===== src/rtl/dvp_capture_ctrl.sv =====
// DVP frame-capture controller: arms on command, aligns to VSYNC and
// gates the receiver byte stream onto AXI-Stream with per-frame stats.
module dvp_capture_ctrl #(
   parameter int BYTE_CNT_W  = 24,
   parameter int LINE_CNT_W  = 12,
   parameter int FRAME_CNT_W = 16
) (
   input  logic                   clk,
   input  logic                   rst,
   input  logic                   href,
   input  logic                   vsync,
   input  logic [7:0]             s_tdata,
   input  logic                   s_tvalid,
   input  logic                   s_tlast,
   output logic [7:0]             m_tdata,
   output logic                   m_tvalid,
   output logic                   m_tlast,
   input  logic                   m_tready,
   input  logic                   start,
   input  logic                   cont,
   input  logic                   stop,
   output logic                   busy,
   output logic                   frame_done,
   output logic [BYTE_CNT_W-1:0]  frame_bytes,
   output logic [LINE_CNT_W-1:0]  frame_lines,
   output logic [FRAME_CNT_W-1:0] frame_cnt,
   output logic                   overflow
);

   typedef enum logic [2:0] {
      IDLE,
      WAIT_VS,
      WAIT_FRAME,
      CAPTURE,
      DONE
   } state_t;

   state_t state, state_nxt;

   logic vsync_d, href_d;
   logic cont_r, stop_pend;
   logic vs_rise, vs_fall, href_fall;
   logic arm, stop_req, cap, beat, cap_end;

   logic [BYTE_CNT_W-1:0] byte_cnt, byte_nxt;
   logic [LINE_CNT_W-1:0] line_cnt, line_nxt;

   assign vs_rise   = vsync & ~vsync_d;
   assign vs_fall   = ~vsync & vsync_d;
   assign href_fall = ~href & href_d;

   assign arm      = (state == IDLE) & start;
   assign stop_req = stop | stop_pend;
   assign cap      = (state == CAPTURE);
   assign beat     = cap & s_tvalid;
   assign cap_end  = cap & vs_rise;

   assign m_tdata = s_tdata;

   // next counts include the current cycle so the final beat lands in stats
   always_comb begin
      byte_nxt = byte_cnt;
      line_nxt = line_cnt;
      if (beat && byte_cnt != '1)
         byte_nxt = byte_cnt + BYTE_CNT_W'(1);
      if (cap && href_fall && line_cnt != '1)
         line_nxt = line_cnt + LINE_CNT_W'(1);
   end

   always_ff @(posedge clk) begin
      if (rst)
         state <= IDLE;
      else
         state <= state_nxt;
   end

   always_comb begin
      state_nxt = state;
      unique case (state)
         IDLE:
            if (start)
               state_nxt = WAIT_VS;
         WAIT_VS:
            if (stop_req)
               state_nxt = IDLE;
            else if (vs_rise)
               state_nxt = WAIT_FRAME;
         WAIT_FRAME:
            if (stop_req)
               state_nxt = IDLE;
            else if (vs_fall)
               state_nxt = CAPTURE;
         CAPTURE:
            if (vs_rise)
               state_nxt = DONE;
         DONE:
            state_nxt = (stop_req || !cont_r) ? IDLE : WAIT_FRAME;
         default:
            state_nxt = IDLE;
      endcase
   end

   always_comb begin
      busy       = (state != IDLE);
      frame_done = (state == DONE);
      m_tvalid   = 1'b0;
      m_tlast    = 1'b0;
      if (cap) begin
         m_tvalid = s_tvalid;
         m_tlast  = s_tlast;
      end
   end

   always_ff @(posedge clk) begin
      if (rst) begin
         vsync_d     <= 1'b0;
         href_d      <= 1'b0;
         cont_r      <= 1'b0;
         stop_pend   <= 1'b0;
         byte_cnt    <= '0;
         line_cnt    <= '0;
         frame_bytes <= '0;
         frame_lines <= '0;
         frame_cnt   <= '0;
         overflow    <= 1'b0;
      end else begin
         vsync_d <= vsync;
         href_d  <= href;

         if (arm)
            cont_r <= cont;

         if (state_nxt == IDLE)
            stop_pend <= 1'b0;
         else if (stop && state != IDLE)
            stop_pend <= 1'b1;

         if (arm || state == DONE) begin
            byte_cnt <= '0;
            line_cnt <= '0;
         end else if (cap) begin
            byte_cnt <= byte_nxt;
            line_cnt <= line_nxt;
         end

         if (cap_end) begin
            frame_bytes <= byte_nxt;
            frame_lines <= line_nxt;
            frame_cnt   <= frame_cnt + FRAME_CNT_W'(1);
         end

         if (arm)
            overflow <= 1'b0;
         else if (m_tvalid && !m_tready)
            overflow <= 1'b1;
      end
   end

endmodule

===== config.mk =====
export PLATFORM = sky130hd
export DESIGN_NAME = dvp_capture_ctrl
export DESIGN_NICKNAME = d
export VERILOG_FILES = /design/src/rtl/dvp_capture_ctrl.sv
export SDC_FILE = /design/constraint.sdc
export NUM_CORES = 1
export LEC_CHECK = 0
export BUFFER_PORTS_ARGS = -buffer_cell sky130_fd_sc_hd__buf_2
export CAP_MARGIN = 20
export CORE_AREA = 2 2 90 92
export DETAILED_ROUTE_END_ITERATION = 8
export DIE_AREA = 0 0 92 94
export GPL_TIMING_DRIVEN = 0
export HOLD_SLACK_MARGIN = 0.05
export PLACE_DENSITY = 0.82
export SYNTH_ARGS = -nofsm -noshare
export SYNTH_HDL_FRONTEND = slang
export SYNTH_SLANG_ARGS = --single-unit

===== constraint.sdc =====
create_clock -name clk -period 5.4 [get_ports clk]
set_clock_uncertainty 0.05 [all_clocks]
set_input_delay 0 -clock clk [delete_from_list [all_inputs] [get_ports clk]]
set_output_delay 0 -clock clk [all_outputs]
set_load 0.01 [all_outputs]

# After elaboration in Yosys (flattened, before gate mapping)
# Index checks and enable logic that the tools add are counted.
[classes] bitwise_logic=10 eq_ne=6 add_sub_neg=3 reduce_logical=15 n_mux=12
[ops] cell="adder 24 x 1 -> 24 bit, second input constant" count=1
[ops] cell="two-way mux 24 bit" count=1
[ops] cell="inequality test 24 bit, second input constant" count=1
[ops] cell="two-way mux 3 bit" count=6
[ops] cell="adder 16 x 1 -> 16 bit, second input constant" count=1
[ops] cell="case mux 3 bit (5 select lines)" count=1
[ops] cell="adder 12 x 1 -> 12 bit, second input constant" count=1
[ops] cell="two-way mux 12 bit" count=1
[ops] cell="inequality test 12 bit, second input constant" count=1
[ops] cell="bitwise AND 1 bit" count=6
[ops] cell="== test 3 x 2 -> 1 bit, second input constant" count=2
[ops] cell="zero test 3 bit" count=2
[ops] cell="OR reduction 2 bit" count=3
[ops] cell="logical AND 1 bit" count=5
[ops] cell="== test 3 x 1 -> 1 bit, second input constant" count=1
[ops] cell="== test 3 bit, second input constant" count=1
[ops] cell="inverter 1 bit" count=3
[ops] cell="nonzero test 3 bit" count=1
[ops] cell="zero test 1 bit" count=2
[ops] cell="logical OR 1 bit" count=2
[ops] cell="two-way mux 1 bit" count=2
[ops] cell="two-way mux 2 bit" count=1
[ops] cell="bitwise OR 1 bit" count=1
[totals] register_bits=96 out_inout_bits=65 in_bits=18 wordCells=57

# Logic depth before layout (Yosys ltp)
# Gate-level depths: netlist (run 1).
[logic_depth] depth_word=7 mapped_depth=7 depth_no_buf=6

# Worst setup path before layout (run 1)
# Ideal clock, no wire load.
[synth_path] path_kind="register to register" start="register byte_cnt[0]" end="register frame_bytes[17]" stages_incl_launch_ff=6 setup_slack_ns=3.628 arrival_time_ns=1.631 path_cell_list="dfxtp_1 ha_1 nand4_4 nor2_1 or4_4 a311oi_1"
[synth_via] elab_chain_cells=3 elab_cells_between_ends=4
[synth_lines] element="from (decl)" line_no="45" rtl="logic [BYTE_CNT_W-1:0] byte_cnt, byte_nxt;"
[synth_lines] element="from (signal assigned)" line_no="142" rtl="byte_cnt <= byte_nxt;"
[synth_lines] element="parallel branches: the longest is 2 deep, another holds adder 24 x 1 -> 24 bit"
[synth_lines] element="two-way mux 24 bit *" line_no="64" rtl="if (beat && byte_cnt != '1)"
[synth_lines] element="to (signal assigned)" line_no="147" rtl="frame_bytes <= byte_nxt;"
[synth_lines] element="to (decl)" line_no="24" rtl="output logic [BYTE_CNT_W-1:0] frame_bytes,"
# Mark *: on every way between the ends.
# A chain may end at the register's enable or synchronous reset.

# Worst setup path in the final report (run 1)
[layout_path] start="register state[1]" end="register cont_r"
[layout_via] elab_chain_cells=2
[layout_lines] element="from (decl)" line_no="38" rtl="state_t state, state_nxt;"
[layout_lines] element="from (signal assigned)" line_no="74" rtl="state <= state_nxt;"
[layout_lines] element="zero test 3 bit" line_no="52" rtl="assign arm = (state == IDLE) & start;"
[layout_lines] element="bitwise AND 1 bit" line_no="52"
[layout_lines] element="to (signal assigned)" line_no="131" rtl="cont_r <= cont;"
[layout_lines] element="to (decl)" line_no="41" rtl="logic cont_r, stop_pend;"
# Every way passes these cells.

==> flow_metrics.py, run 1 <==
metrics = {
    "layout": {
        "final_area_mm2": 0.00516,
        "drive_gt1_share_pct": 21.1,
        "area_delta_synth_final_pct": 18.0,
        "diodes": 0,
        "nets": 604,
        "fin_cells": 690,
        "postLayoutCoreUtil_pct": 67.8,
    },
    "synth": {
        "yosysWarningCount": 0,
        "avgSynthCellArea_um2": 8.92,
        "synth_seq_cells": 96,
        "synth_top_area_share_pct": 44.0,
        "syn-instance-count": 490,
        "synth_area_mm2": 0.00437,
        "synth_top_area_cell": "dfxtp_1",
        "seq_area_frac_synth_pct": 44.0,
        "ys.flop_type": "dfxtp_1",
        "syn_nets": 511,
        "synth_edf_count": 0,
        "async_flop_share_pct": 0,
        "synth_cell_type_count": 59,
        "ys_top_cells_by_area": "dfxtp_1 44%, nor2_1 7.5%, xor2_1 4.4%",
    },
    "timing": {
        "setup_viol": 0,
        "fin_crit_ns": 2.35,
        "rsz0062_at_grt": "no",
        "holdWs_ns": 0.133,
        "finalHoldViolCount": 0,
        "tightestPinTransition_ns": 0.658,
        "finalMaxSlewViolations": 0,
        "fin_ws_ns": 3.05,
        "period_share_pct": 43.5,
        "clock.fmax_ghz": 0.426,
        "relSlewSlack_pct": 56.0,
        "finalSetupTns_ns": 0,
    },
    "global_route": {
        "grt_overflow_total": 0,
        "track_usage_pct": 24.5,
        "antenna_found_initial": 0,
        "grt_max_degree": 18,
        "grt_pass1_vias": 3677,
        "grt_pass1_wl_um": 17000,
    },
    "drt": {
        "drc": 0,
        "wl_met1_um": 4360,
        "wl_met3_um": 482,
        "via_count": 3925,
        "ant_nets": 0,
        "drt_pass1_iterations": 4,
        "first_iter_violations": 256,
        "dr.max_layer_used": "met4",
        "wl_per_cell_um": 14.9,
        "routed_via_density": 5.69,
        "routed_wl_um": 10300,
        "wl_met2_um": 5130,
    },
    "clocking": {
        "postCtsSetupRepairBufs": 0,
        "clock_path_buffers": 2,
        "cts_tree": "built",
        "postCtsResizedCells": 0,
        "h-tree-depth": 3,
        "root_buffer": "clkbuf_8",
        "numClockSinks": 96,
        "cts_hold_buf": 9,
        "clk_pin_slew_ns": 0.09,
        "clock_latency_ns": 0.37,
        "numCtsBuffers": 9,
    },
    "placed_design": {
        "placed_cells": 665,
        "gp_congestion": 0.872,
        "pre_cts_slack_ns": 3.32,
        "dpl_cell_area_mm2": 0.00486,
        "dp_hpwl_um": 7430,
        "io_buffers": 73,
    },
    "hold_path": {
        "hp-class": "in -> out",
    },
    "floorplan": {
        "die-area_mm2": 0.00865,
        "core_area_mm2": 0.00761,
        "rows": 32,
        "pin_count": 83,
        "die_h_um": 94,
        "start_util_pct": 57.5,
        "dieWidth_um": 92,
    },
    "power_and_ir_drop": {
        "total_leakage_power_nw": 2.03,
        "powerDensity_mw_per_mm2": 243,
        "p_total_mw": 1.25,
        "peakVddDrop_v": 0.000153,
    },
    "setup_path": {
        "cp-start-kind": "register",
        "critPathRequiredTime_ns": 5.66,
        "critical_path_peak_fanout": 8,
        "end_kind": "register",
        "path_class": "reg -> reg",
        "cp_data_arrival_time_ns": 2.61,
    },
    "status": {
        "outcome": "finished clean",
    },
    "run": {
        "max_cap_violations": 0,
    },
}
## per-layer routing
| layer | vias to the layer above | GRT usage, % |
|---|---|---|
| li1 | 1926 | - |
| met1 | 1855 | 29.0 |
| met5 | - | 0 |
| met4 | 0 | 11.9 |
| met2 | 112 | 43.0 |
| met3 | 32 | 4.41 |
## cell families after synthesis
kind of cell / Yosys count / share of synthesized area [%]
AND/OR/NAND/NOR: 230 / 29.7
multiplexers: 4 / 0.916
AO/OA/AOI/OAI: 86 / 13.3
adder cells (fa/ha/maj): 3 / 0.859
XOR/XNOR: 36 / 7.21
flip-flops: 96 / 44.0
buffers and inverters: 35 / 4.06
## worst paths after layout
path | from | endpoint | slack (ns) | cells past startpoint
max | state[1]$_SDFF_PP0_ | cont_r$_SDFFE_PP0P_ | 3.05 | 6
min | s_tdata[4] | m_tdata[4] | 0.13 | 2
max reg2reg | state[1]$_SDFF_PP0_ | cont_r$_SDFFE_PP0P_ | 3.05 | 6
min reg2reg | frame_lines[5]$_SDFFE_PP0P_ | frame_lines[5]$_SDFFE_PP0P_ | 0.42 | 2
## synthesized netlist by cell type (all sizes together), types with 3 or more instances
cell    instances
dfxtp          96
nor2           88
nand2          34
a211oi         26
xor2           22
a21oi          21
nand3          20
clkbuf         17
o21ai          16
nand4          15
buf            14
xnor2          14
nor3           11
and4           10
nor4           10
and3            9
and2            7
or3             7
nor2b           5
a311oi          4
mux2i           4
nand2b          4
nand3b          4
a31oi           3
ha              3
inv             3
o211ai          3
## flip-flops by register name (all words and copies together) (netlist names)
register     flops
byte_cnt        24
href_d           1
frame_cnt       16
stop_pend        1
frame_bytes     24
line_cnt        12
vsync_d          1
state            3
cont_r           1
overflow         1
frame_lines     12
## power by group
| part | switching [mW] | leakage (nW) | internal (mW) |
|---|---|---|---|
| registers | 0.00203 | 0.774 | 0.711 |
| clock network | 0.263 | 0.104 | 0.219 |
| logic | 0.0352 | 1.15 | 0.0236 |
## placed cells by master (no fill, tap or decap), types with 4 or more instances in the layout
cell type	n
nand4_1	14
nor4_1	4
nand2_1	33
clkbuf_8	9
dlygate4sd3_1	9
or3_1	7
a311oi_1	4
buf_2	76
nor2_1	87
a211oi_1	24
buf_4	9
nand2b_1	4
nand3_1	17
and2_1	7
a21oi_1	21
clkbuf_1	17
xor2_1	22
mux2i_1	4
o21ai_0	15
nor3_1	9
and4_1	9
nor2b_1	5
and3_1	9
dfxtp_1	96
xnor2_1	14
## worst max-delay path, stage by stage (launching register included)
cell	delay [ns]
dfxtp_1	0.31
buf_4	0.16
nor3_1	0.39
nand3_1	0.12
dlygate4sd3_1	0.57
a21oi_1	0.13
dlygate4sd3_1	0.56
## layout make-up
class / count / area [um2]
fill: 661 / 2450
multi-input combinational: 359 / 2270
sequential: 96 / 1920
timing repair buffer: 82 / 455
buffer: 31 / 161
tap: 102 / 128
clock buffer: 9 / 124
clock inverter: 7 / 78.8
inverter: 4 / 16.3
Power figures use the tool's default switching activity.
==> run 2, diff against run 1 <==
==> config.mk (replaced) <==
export PLATFORM = sky130hd
export DESIGN_NAME = dvp_capture_ctrl
export DESIGN_NICKNAME = d
export VERILOG_FILES = /design/src/rtl/dvp_capture_ctrl.sv
export SDC_FILE = /design/constraint.sdc
export NUM_CORES = 1
export LEC_CHECK = 0
export ABC_AREA = 1
export BUFFER_PORTS_ARGS = -buffer_cell sky130_fd_sc_hd__buf_2
export CAP_MARGIN = 20
export CORE_AREA = 2 2 99 101
export DETAILED_ROUTE_END_ITERATION = 8
export DIE_AREA = 0 0 101 103
export GPL_TIMING_DRIVEN = 0
export HOLD_SLACK_MARGIN = 0.05
export PLACE_DENSITY = 0.79
export SYNTH_ARGS = -nofsm -noshare
export SYNTH_HDL_FRONTEND = slang
export SYNTH_SLANG_ARGS = --single-unit
==> constraint.sdc (replaced) <==
create_clock -name clk -period 2.2 [get_ports clk]
set_clock_uncertainty 0.05 [all_clocks]
set_input_delay 0 -clock clk [delete_from_list [all_inputs] [get_ports clk]]
set_output_delay 0 -clock clk [all_outputs]
set_load 0.01 [all_outputs]
==> run 2 against run 1 <==
Effect of this change: combinational power up 140%; critical path depth grew 1; flip-flop and latch count stayed put; die area grew 20%; cell count is 37% higher; cell area up 16%; power rose to 2.6 times the previous value; setup slack got worse by 2.8 ns; clock power increased to 2.7 times the previous value; count of clock-buffer cells in the layout increased by 1; sequential power up 150%; critical path type is now in -> reg; largest cell class unchanged; largest power group unchanged.
==> flow_metrics.py, run 2 <==
metrics = {
    "status": {
        "outcome": "finished clean",
    },
    "setup_path": {
        "cp_data_arrival_time_ns": 2.14,
        "path_class": "in -> reg",
        "end_kind": "register",
        "worstRegToRegCells": 7,
        "cp-start-kind": "primary input",
        "critical_path_peak_fanout": 10,
        "critPathRequiredTime_ns": 2.42,
    },
    "placed_design": {
        "pre_cts_slack_ns": 0.372,
        "io_buffers": 73,
        "dp_hpwl_um": 9360,
        "gp_congestion": 0.907,
    },
    "timing": {
        "clock.fmax_ghz": 0.521,
        "rsz0062_at_grt": "no",
        "finalMaxSlewViolations": 0,
        "tightestPinTransition_ns": 0.499,
        "holdWs_ns": 0.129,
        "setup_viol": 0,
        "finalSetupTns_ns": 0,
        "period_share_pct": 87.2,
        "relSlewSlack_pct": 66.7,
        "finalHoldViolCount": 0,
        "fin_crit_ns": 1.92,
        "fin_ws_ns": 0.282,
    },
    "synth": {
        "syn-instance-count": 736,
        "synth.mux.area_fraction_pct": 0,
        "synth-compound-area-share_pct": 8.35,
        "synthTopCellsByCount": "153 x nand2_1, 130 x nor2_1, 96 x dfxtp_1, 89 x inv_1, 47 x nand3_1",
        "yosys.area_share.simple_pct": 39.2,
        "synthXorXnorAreaFrac_pct": 3.22,
        "ys.flop_type": "dfxtp_1",
        "synth_area_mm2": 0.00517,
        "seq_area_frac_synth_pct": 37.2,
        "yosysWarningCount": 0,
        "synth_fa_ha_area_share_pct": 0.726,
        "synth_seq_cells": 96,
        "synth_cell_type_count": 41,
        "ys_top_cells_by_area": "dfxtp_1 37%, nand2_1 11%, nor2_1 9.4%",
        "async_flop_share_pct": 0,
        "synth_top_area_share_pct": 37.2,
        "synth_top_area_cell": "dfxtp_1",
        "avgSynthCellArea_um2": 7.02,
        "syn_nets": 757,
        "yosysMostFrequentCell": "nand2_1",
        "synth_edf_count": 0,
        "synth_top_family_by_area": "simple AND/OR/NAND/NOR gates",
    },
    "drt": {
        "routed_wl_um": 12400,
        "drt_pass1_iterations": 5,
        "via_count": 4842,
        "drc": 0,
        "wl_per_cell_um": 13.1,
        "routed_via_density": 5.11,
        "ant_nets": 0,
        "first_iter_violations": 186,
    },
    "global_route": {
        "grt_overflow_total": 0,
        "grt_pass1_wl_um": 20400,
        "gr-usage-met3_pct": 2.64,
        "grt-busiest-layer": "met2",
        "grt_max_degree": 17,
        "use_met2_pct": 42.8,
        "grt_pass1_vias": 4397,
        "grtUsageMet1_pct": 31.9,
        "antenna_found_initial": 0,
        "track_usage_pct": 24.9,
    },
    "power_and_ir_drop": {
        "swShare_pct": 23.0,
        "clkPwrFrac_pct": 41.1,
        "pwr-share-comb_pct": 4.4,
        "peakVddDrop_v": 0.000373,
        "netSwitchingPower_mw": 0.738,
        "powerDensity_mw_per_mm2": 536,
        "seqPwrFrac_pct": 54.5,
        "cellInternalPower_mw": 2.47,
        "total_leakage_power_nw": 2.78,
    },
    "layout": {
        "postLayoutCoreUtil_pct": 63.4,
        "final.fill_count": 878,
        "layout_commonest_cell": "nand2_1",
        "reg_top3": "byte_cnt (24), frame_bytes (24), frame_cnt (16)",
        "nets": 850,
        "seq_area_mm2": 0.00192,
        "most-common-layout-cells": "153 x nand2_1, 130 x nor2_1, 96 x dfxtp_1",
        "diodes": 0,
        "multiInputGateArea_mm2": 0.00266,
        "drive_gt1_share_pct": 22.4,
        "area_delta_synth_final_pct": 16.0,
    },
    "clocking": {
        "postCtsSetupRepairBufs": 0,
        "numClockSinks": 96,
        "clk_pin_slew_ns": 0.09,
        "cts_tree": "built",
        "root_buffer": "clkbuf_8",
        "clock_path_buffers": 2,
        "h-tree-depth": 3,
        "numCtsBuffers": 9,
        "clock_latency_ns": 0.38,
    },
    "floorplan": {
        "start_util_pct": 54.7,
        "die_h_um": 103,
        "die-area_mm2": 0.0104,
        "dieWidth_um": 101,
        "pin_count": 83,
        "core_area_mm2": 0.00946,
        "rows": 36,
    },
    "run": {
        "max_cap_violations": 0,
    },
    "hold_path": {
        "holdPathStages": 5,
        "hp-class": "in -> reg",
    },
}
## run 2: cell families after synthesis
logic type,count (synthesis)
adders and majority gates,3
and+or+nand+nor,419
xor gates and xnor gates,19
buffers and inverters,122
AOI/OAI and AO/OA,77
DFF,96
## run 2: path summary, 6_finish.rpt
check / start / to / slack [ns]
setup / recovery: rst / cont_r$_SDFFE_PP0P_ / 0.28
hold / removal: s_tvalid / byte_cnt[13]$_SDFFE_PP0N_ / 0.13
setup reg to reg: state[0]$_SDFF_PP0_ / cont_r$_SDFFE_PP0P_ / 0.32
hold reg to reg: frame_cnt[3]$_SDFFE_PP0P_ / frame_cnt[3]$_SDFFE_PP0P_ / 0.46
## run 2: timing repair
item                       CTS  global route
hold endpoints to repair     8             0
gates resized for setup      0             1
setup endpoints to repair    0             1
hold buffers                 9             0
## run 2: worst max-delay path, stage by stage
cell	delay, ns
dlygate4sd3_1	0.53
clkbuf_1	0.34
inv_1	0.27
clkbuf_2	0.27
o21ai_0	0.12
a21oi_1	0.05
dlygate4sd3_1	0.55
## run 2: cell type report
| cell class | instances | area share (%) |
|---|---|---|
| Buffer | 31 | 4.07 |
| Clock buffer | 10 | 2.30 |
| Clock inverter | 6 | 1.50 |
| Inverter | 91 | 5.70 |
| Multi-Input combinational cell | 518 | 44.4 |
| Sequential cell | 96 | 32.0 |
| Tap cell | 114 | 2.38 |
| Timing Repair Buffer | 82 | 7.59 |
## run 2: metal layers
layer	vias to the layer above	wire, um
met5	-	0
met3	20	648
met2	128	5970
met1	2206	5460
li1	2488	-
met4	0	328
## run 2: power groups by stage
| stage | Clock [mW] | Combinational, mW | Sequential [mW] |
|---|---|---|---|
| 3_5_place_dp | 0 | 0.128 | 1.79 |
| 2_1_floorplan | 0 | 0.0817 | 1.79 |
| 6_report | 1.32 | 0.141 | 1.75 |
| 4_1_cts | 1.35 | 0.140 | 1.75 |
| 5_1_grt | 1.41 | 0.156 | 1.75 |
| 3_3_place_gp | 0 | 0.126 | 1.79 |
## run 2: through the flow
step | cell area [um2] | std cells | total power, mW
2_1_floorplan | 5170 | 736 | 1.87
3_3_place_gp | 5680 | 923 | 1.92
3_5_place_dp | 5680 | 923 | 1.92
4_1_cts | 6000 | 948 | 3.24
5_1_grt | 6000 | 948 | 3.32
6_report | 6000 | 948 | 3.21
